==> config.mk <==
export PLATFORM = sky130hd
export DESIGN_NAME = param_fifo
export DESIGN_NICKNAME = d
export VERILOG_FILES = /design/src/rtl/fifo_pkg.sv /design/src/rtl/fifo_mem.sv /design/src/rtl/param_fifo.sv
export SDC_FILE = /design/constraint.sdc
export NUM_CORES = 1
export LEC_CHECK = 0
export ABC_AREA = 1
export BUFFER_PORTS_ARGS = -buffer_cell sky130_fd_sc_hd__buf_4
export CORE_MARGIN = 3
export CORE_UTILIZATION = 46
export CTS_BUF_LIST = sky130_fd_sc_hd__clkbuf_4
export DETAILED_ROUTE_END_ITERATION = 10
export GPL_TIMING_DRIVEN = 0
export MAX_ROUTING_LAYER = met4
export PLACE_DENSITY = 0.69
export SLEW_MARGIN = 5
export SYNTH_ARGS = -nofsm -noshare
export SYNTH_HDL_FRONTEND = slang
export SYNTH_SLANG_ARGS = --single-unit
export TNS_END_PERCENT = 10
==> constraint.sdc <==
create_clock -name clk -period 3 [get_ports clk]
set_clock_uncertainty 0.2 [all_clocks]
set_input_delay 0.3 -clock clk [delete_from_list [all_inputs] [get_ports clk]]
set_output_delay 0.3 -clock clk [all_outputs]
set_load 0.02 [all_outputs]
==> src/rtl/fifo_pkg.sv <==
// Shared constants and status bundle for the parameterised FIFO.
// Imported by the FIFO top and its storage sub-module.
package fifo_pkg;

    localparam int DEF_DATA_W = 8;
    localparam int DEF_DEPTH  = 16;

    typedef struct packed {
        logic full;
        logic empty;
        logic almost_full;
        logic almost_empty;
    } fifo_status_t;

endpackage

==> src/rtl/fifo_mem.sv <==
// DEPTH x DATA_W storage: synchronous write, registered read.
// No reset on the array or the read register.
module fifo_mem
    import fifo_pkg::*;
#(
    parameter int DATA_W = DEF_DATA_W,
    parameter int DEPTH  = DEF_DEPTH,
    localparam int AW    = $clog2(DEPTH)
) (
    input  logic              clk,
    input  logic              we,
    input  logic [AW-1:0]     waddr,
    input  logic [DATA_W-1:0] wdata,
    input  logic              re,
    input  logic [AW-1:0]     raddr,
    output logic [DATA_W-1:0] rdata
);

    logic [DATA_W-1:0] mem [DEPTH];

    // Read sees the old word when both ports hit one address.
    always_ff @(posedge clk) begin
        if (we) mem[waddr] <= wdata;
        if (re) rdata <= mem[raddr];
    end

endmodule

==> src/rtl/param_fifo.sv <==
// Synchronous FIFO with wrap-bit pointers, occupancy count,
// almost flags and sticky overflow/underflow flags.
module param_fifo
    import fifo_pkg::*;
#(
    parameter int DATA_W = DEF_DATA_W,
    parameter int DEPTH  = DEF_DEPTH,
    parameter int AF_LVL = DEPTH - 2,
    parameter int AE_LVL = 2,
    localparam int CW    = $clog2(DEPTH) + 1
) (
    input  logic              clk,
    input  logic              rst,
    input  logic              wr_n,
    input  logic              rd_n,
    input  logic [DATA_W-1:0] wdata,
    input  logic              clr_flags,
    output logic [DATA_W-1:0] rdata,
    output logic              full,
    output logic              empty,
    output logic              almost_full,
    output logic              almost_empty,
    output logic [CW-1:0]     count,
    output logic              over_flow,
    output logic              under_flow
);

    localparam logic [CW-1:0] AF_C = CW'(AF_LVL);
    localparam logic [CW-1:0] AE_C = CW'(AE_LVL);

    if ((DEPTH & (DEPTH - 1)) != 0 || DEPTH < 4) begin : g_bad_depth
        $error("param_fifo: DEPTH must be a power of 2, >= 4");
    end
    if (AE_LVL >= AF_LVL) begin : g_bad_ae
        $error("param_fifo: AE_LVL must be below AF_LVL");
    end
    if (AF_LVL > DEPTH) begin : g_bad_af
        $error("param_fifo: AF_LVL must not exceed DEPTH");
    end

    logic [CW-1:0]     wptr;
    logic [CW-1:0]     rptr;
    logic              wr_en;
    logic              rd_en;
    logic              have_data;
    logic [DATA_W-1:0] mem_q;
    fifo_status_t      stat;

    always_comb begin
        stat.full = (wptr[CW-1] != rptr[CW-1]) &&
                    (wptr[CW-2:0] == rptr[CW-2:0]);
        stat.empty        = (wptr == rptr);
        stat.almost_full  = (count >= AF_C);
        stat.almost_empty = (count <= AE_C);
    end

    assign full         = stat.full;
    assign empty        = stat.empty;
    assign almost_full  = stat.almost_full;
    assign almost_empty = stat.almost_empty;

    // A full FIFO still takes a write when a read frees the slot.
    assign wr_en = !wr_n && (!stat.full || !rd_n);
    assign rd_en = !rd_n && !stat.empty;

    always_ff @(posedge clk or posedge rst) begin
        if (rst) begin
            wptr      <= '0;
            rptr      <= '0;
            count     <= '0;
            have_data <= 1'b0;
        end else begin
            if (wr_en) wptr <= wptr + 1'b1;
            if (rd_en) rptr <= rptr + 1'b1;
            if (rd_en) have_data <= 1'b1;
            unique case ({wr_en, rd_en})
                2'b10:   count <= count + 1'b1;
                2'b01:   count <= count - 1'b1;
                default: count <= count;
            endcase
        end
    end

    always_ff @(posedge clk or posedge rst) begin
        if (rst) begin
            over_flow  <= 1'b0;
            under_flow <= 1'b0;
        end else begin
            over_flow <= (!wr_n && rd_n && stat.full) ||
                         (over_flow && !clr_flags);
            under_flow <= (!rd_n && stat.empty) ||
                          (under_flow && !clr_flags);
        end
    end

    fifo_mem #(
        .DATA_W (DATA_W),
        .DEPTH  (DEPTH)
    ) u_mem (
        .clk    (clk),
        .we     (wr_en),
        .waddr  (wptr[CW-2:0]),
        .wdata  (wdata),
        .re     (rd_en),
        .raddr  (rptr[CW-2:0]),
        .rdata  (mem_q)
    );

    // Read register is unreset, so mask it until a read lands.
    assign rdata = have_data ? mem_q : '0;

endmodule

==> results.tsv <==
stage	metric	value	unit
floorplan	Core ar.	13990	µm²
timing	Final period util	92.18	%
setup_path	Critical Path End Type	flop	
timing	slew margin rel.	41.93	%
power	power after layout	7.129	mW
floorplan	initial core utilization	47.33	%
synthesis	Synth warnings	0	
power	VDD IR max	0.0003126	V
synthesis	Yosys cell types	31	
synthesis	Seq/Total Area, Yosys	68.49	%
setup_path	crit start category	flop	
power	P_leak	2.837	nW
synthesis	Area contributors post-synth	edfxtp_1 (62%), dfrtp_1 (6.8%), nor2_1 (6.4%), nand2_1 (5.9%), o21ai_0 (5.4%)	
drt	vias	4552	
timing	actual slew at the worst max-slew pin	867.8	ps
setup_path	Crit path largest cell delay	440	ps
hold_path	Hold WC Path Type	in2async	
synthesis	Mapped Cells	585	
drt	antenna viol nets, final	0	
setup_path	worst r2r path cells	13	
floorplan	die width	126.0	µm
setup_path	cell mode on critical path	nand2_1	
cts	CTS HTree Levels	4	
global_routing	vias in the first global route	4341	
cells_and_area	Area Growth Syn to Fin	14.16	%
drt	Residual DRC	0	
cts	clk root buf	clkbuf_4	
outcome	status	complete, no violations	
cts	clock latency on the worst-skew pair	540	ps
synthesis	total of flip-flops plus latches after synthesis	154	
synthesis	Post-Syn Area per Cell	11.32	µm²
synthesis	asr flop ratio synth	11.69	%
timing	final setup fails	0	
timing	final hold vios	0	
drt	final WL	15180	µm
floorplan	row cnt	43	
global_routing	initial antenna violation count	1	
cells_and_area	share of layout cells above drive strength 1	13.86	%
place	IO Port Bufs	31	
synthesis	most common library cells after synthesis	edfxtp_1 (136), nor2_1 (112), nand2_1 (104), o21ai_0 (72), inv_1 (32)	
global_routing	first-pass GRT wire length	23550	µm
place	dpl hpwl	9878	µm
synthesis	syn nets	608	
global_routing	largest net degree at the start of global routing	19	
synthesis	Synth Flop Type	edfxtp_1	
timing	Final min period	2766	ps
global_routing	GRT Total Usage	19.99	%
cts	clk sink count	154	
setup_path	arrival time worst endpoint	3060	ps
place	GP Congestion	0.9172	
floorplan	DIE HEIGHT	126.0	µm
drt	First-pass DRT Iterations	7	
cts	Clock transition at path regs	140	ps
setup_path	Worst setup endpoint	count[4]	
timing	Slew Viols, Final	0	
power	PD cells	943.4	nW/µm²
setup_path	critical path class	reg2reg	
floorplan	Die Area	15870	µm²
timing	fmax	0.3616	GHz
timing	setup TNS	0	ps
setup_path	Worst EP required	3300	ps
setup_path	R2R Path End	count[4]	
synthesis	Mapped Area	6620	µm²
setup_path	CP max-delay cell	dfrtp_1	
setup_path	crit path launch	rptr[4]	
drt	DR WL/cell	17.96	µm
synthesis	Yosys top cell area share	61.69	%
drt	Iter 0 DRT Violations	656	
floorplan	IO Pins	32	
synthesis	most frequently used cell type in the post-synthesis netlist	edfxtp_1	
setup_path	crit path max fanout	10	
drt	vias per cell	5.387	
global_routing	grt total ovfl	0	
synthesis	Post-synth EDFFs	136	
cells_and_area	nets@finish	674	
setup_path	worst path cell trace	xnor2_1 -> inv_1 -> nand4_4 -> nand2_4 -> buf_4 -> ha_4 -> fa_1 -> nand2_1 -> nand2_1 -> a21oi_1 -> xor2_1 -> nand2_1 -> nand2_1	
job	Max Cap Viol	0	
setup_path	worst r2r src	rptr[4]	
cts	TritonCTS Buffers	17	
cts	CTS tree	yes	
timing	unrepaired setup endpoints after global routing	false	
setup_path	R2R Setup Slk	230	ps
synthesis	cell taking the most area after synthesis	edfxtp_1	
cts	Clock Path Buffers	2	
## per-stage QoR
step	worst slack, ps	instance area, µm²	cells	hold WS [ps]	utilization [%]
2_1_floorplan	377.0	6620	585	38.57	-
3_3_place_gp	177.6	7078	796	253.3	50.60
3_5_place_dp	101.9	7078	796	276.5	50.60
4_1_cts	55.19	7513	841	218.0	53.71
5_1_grt	10.26	7557	845	265.8	54.03
6_report	234.5	7557	845	228.5	54.03
## layout by cell type, fill, tap and decap left out, drive strengths merged
cell type	instances
a2111oi	1
a21oi	2
a31o	1
buf	49
bufinv	3
clkbuf	30
clkinv	6
clkinvlp	3
dfrtp	18
diode	1
dlygate4sd3	13
edfxtp	136
fa	1
ha	9
inv	39
nand2	108
nand3	18
nand4	1
nor2	114
o211ai	16
o21ai	75
o22ai	10
or2	1
xnor2	6
xor2	4
## registers in the layout, summed over array words and instances, names as in the netlist
register and flops:
u_mem.mem 128, u_mem.rdata 8, count 5, rptr 5
wptr 5, have_data 1, over_flow 1, under_flow 1
## kinds of logic (layout without fill, tap and decap cells)
group	Yosys count	in the layout	share of synthesized area, %
AND/OR/NAND/NOR	242	242	15.21
flip-flops	154	154	68.49
AO/OA/AOI/OAI	105	105	8.845
buffers and inverters	64	143	4.120
adder cells (fa/ha/maj)	10	10	2.003
XOR/XNOR	10	10	1.323
other	0	1	0
## cell type report
| cell class | instances | area [µm²] |
|---|---|---|
| diodes | 1 | 2.502 |
| plain buffers | 27 | 137.6 |
| clock buffers | 18 | 135.1 |
| clock inverters | 14 | 170.2 |
| fillers | 1211 | 6431 |
| inverters | 37 | 141.4 |
| multi-input cells | 367 | 1826 |
| flip-flops and latches | 154 | 4534 |
| well taps | 180 | 225.2 |
| repair buffers | 47 | 385.4 |
## power breakdown
group / switching, mW / total (mW) / internal [mW]
Sequential: 0.181 / 2.87 / 2.69
Combinational: 1.94 / 2.91 / 0.974
Clock: 0.758 / 1.35 / 0.591
Total: 2.88 / 7.13 / 4.25
## worst min-delay path by stage
stage,startpoint,endpoint,slack [ps],depth (start not counted)
finish,rst,count[2],230,3
global route,rst,rptr[0],270,3
CTS,rst,have_data,220,3
detailed placement,rst,have_data,280,2
global placement,rst,rptr[4],250,2
floorplan,rst,count[0],40,1
## worst max-delay path: cells and delay by family (launching register included)
| kind | cells | cell delay [ps] |
|---|---|---|
| XOR/XNOR | 2 | 550 |
| AND/OR/NAND/NOR | 6 | 480 |
| adder cells (fa/ha/maj) | 2 | 570 |
| AO/OA/AOI/OAI | 1 | 150 |
| flip-flops | 1 | 440 |
| buffers and inverters | 2 | 330 |
## timing repair
item                       4_1_cts  5_1_grt
hold endpoints to repair       158        0
setup endpoints to repair        0        2
hold buffers                    13        0
buffers inserted                 0        3
resized for setup                0        5
## layer usage
layer / global-route usage (%) / share of wire, % / vias to the layer above
li1: - / - / 2145
met1: 27.15 / 43 / 2197
met2: 30.39 / 48 / 190
met3: 4.623 / 7.6 / 20
met4: 5.994 / 1.4 / 0
met5: - / 0 / -
Power figures use the tool's default switching activity.
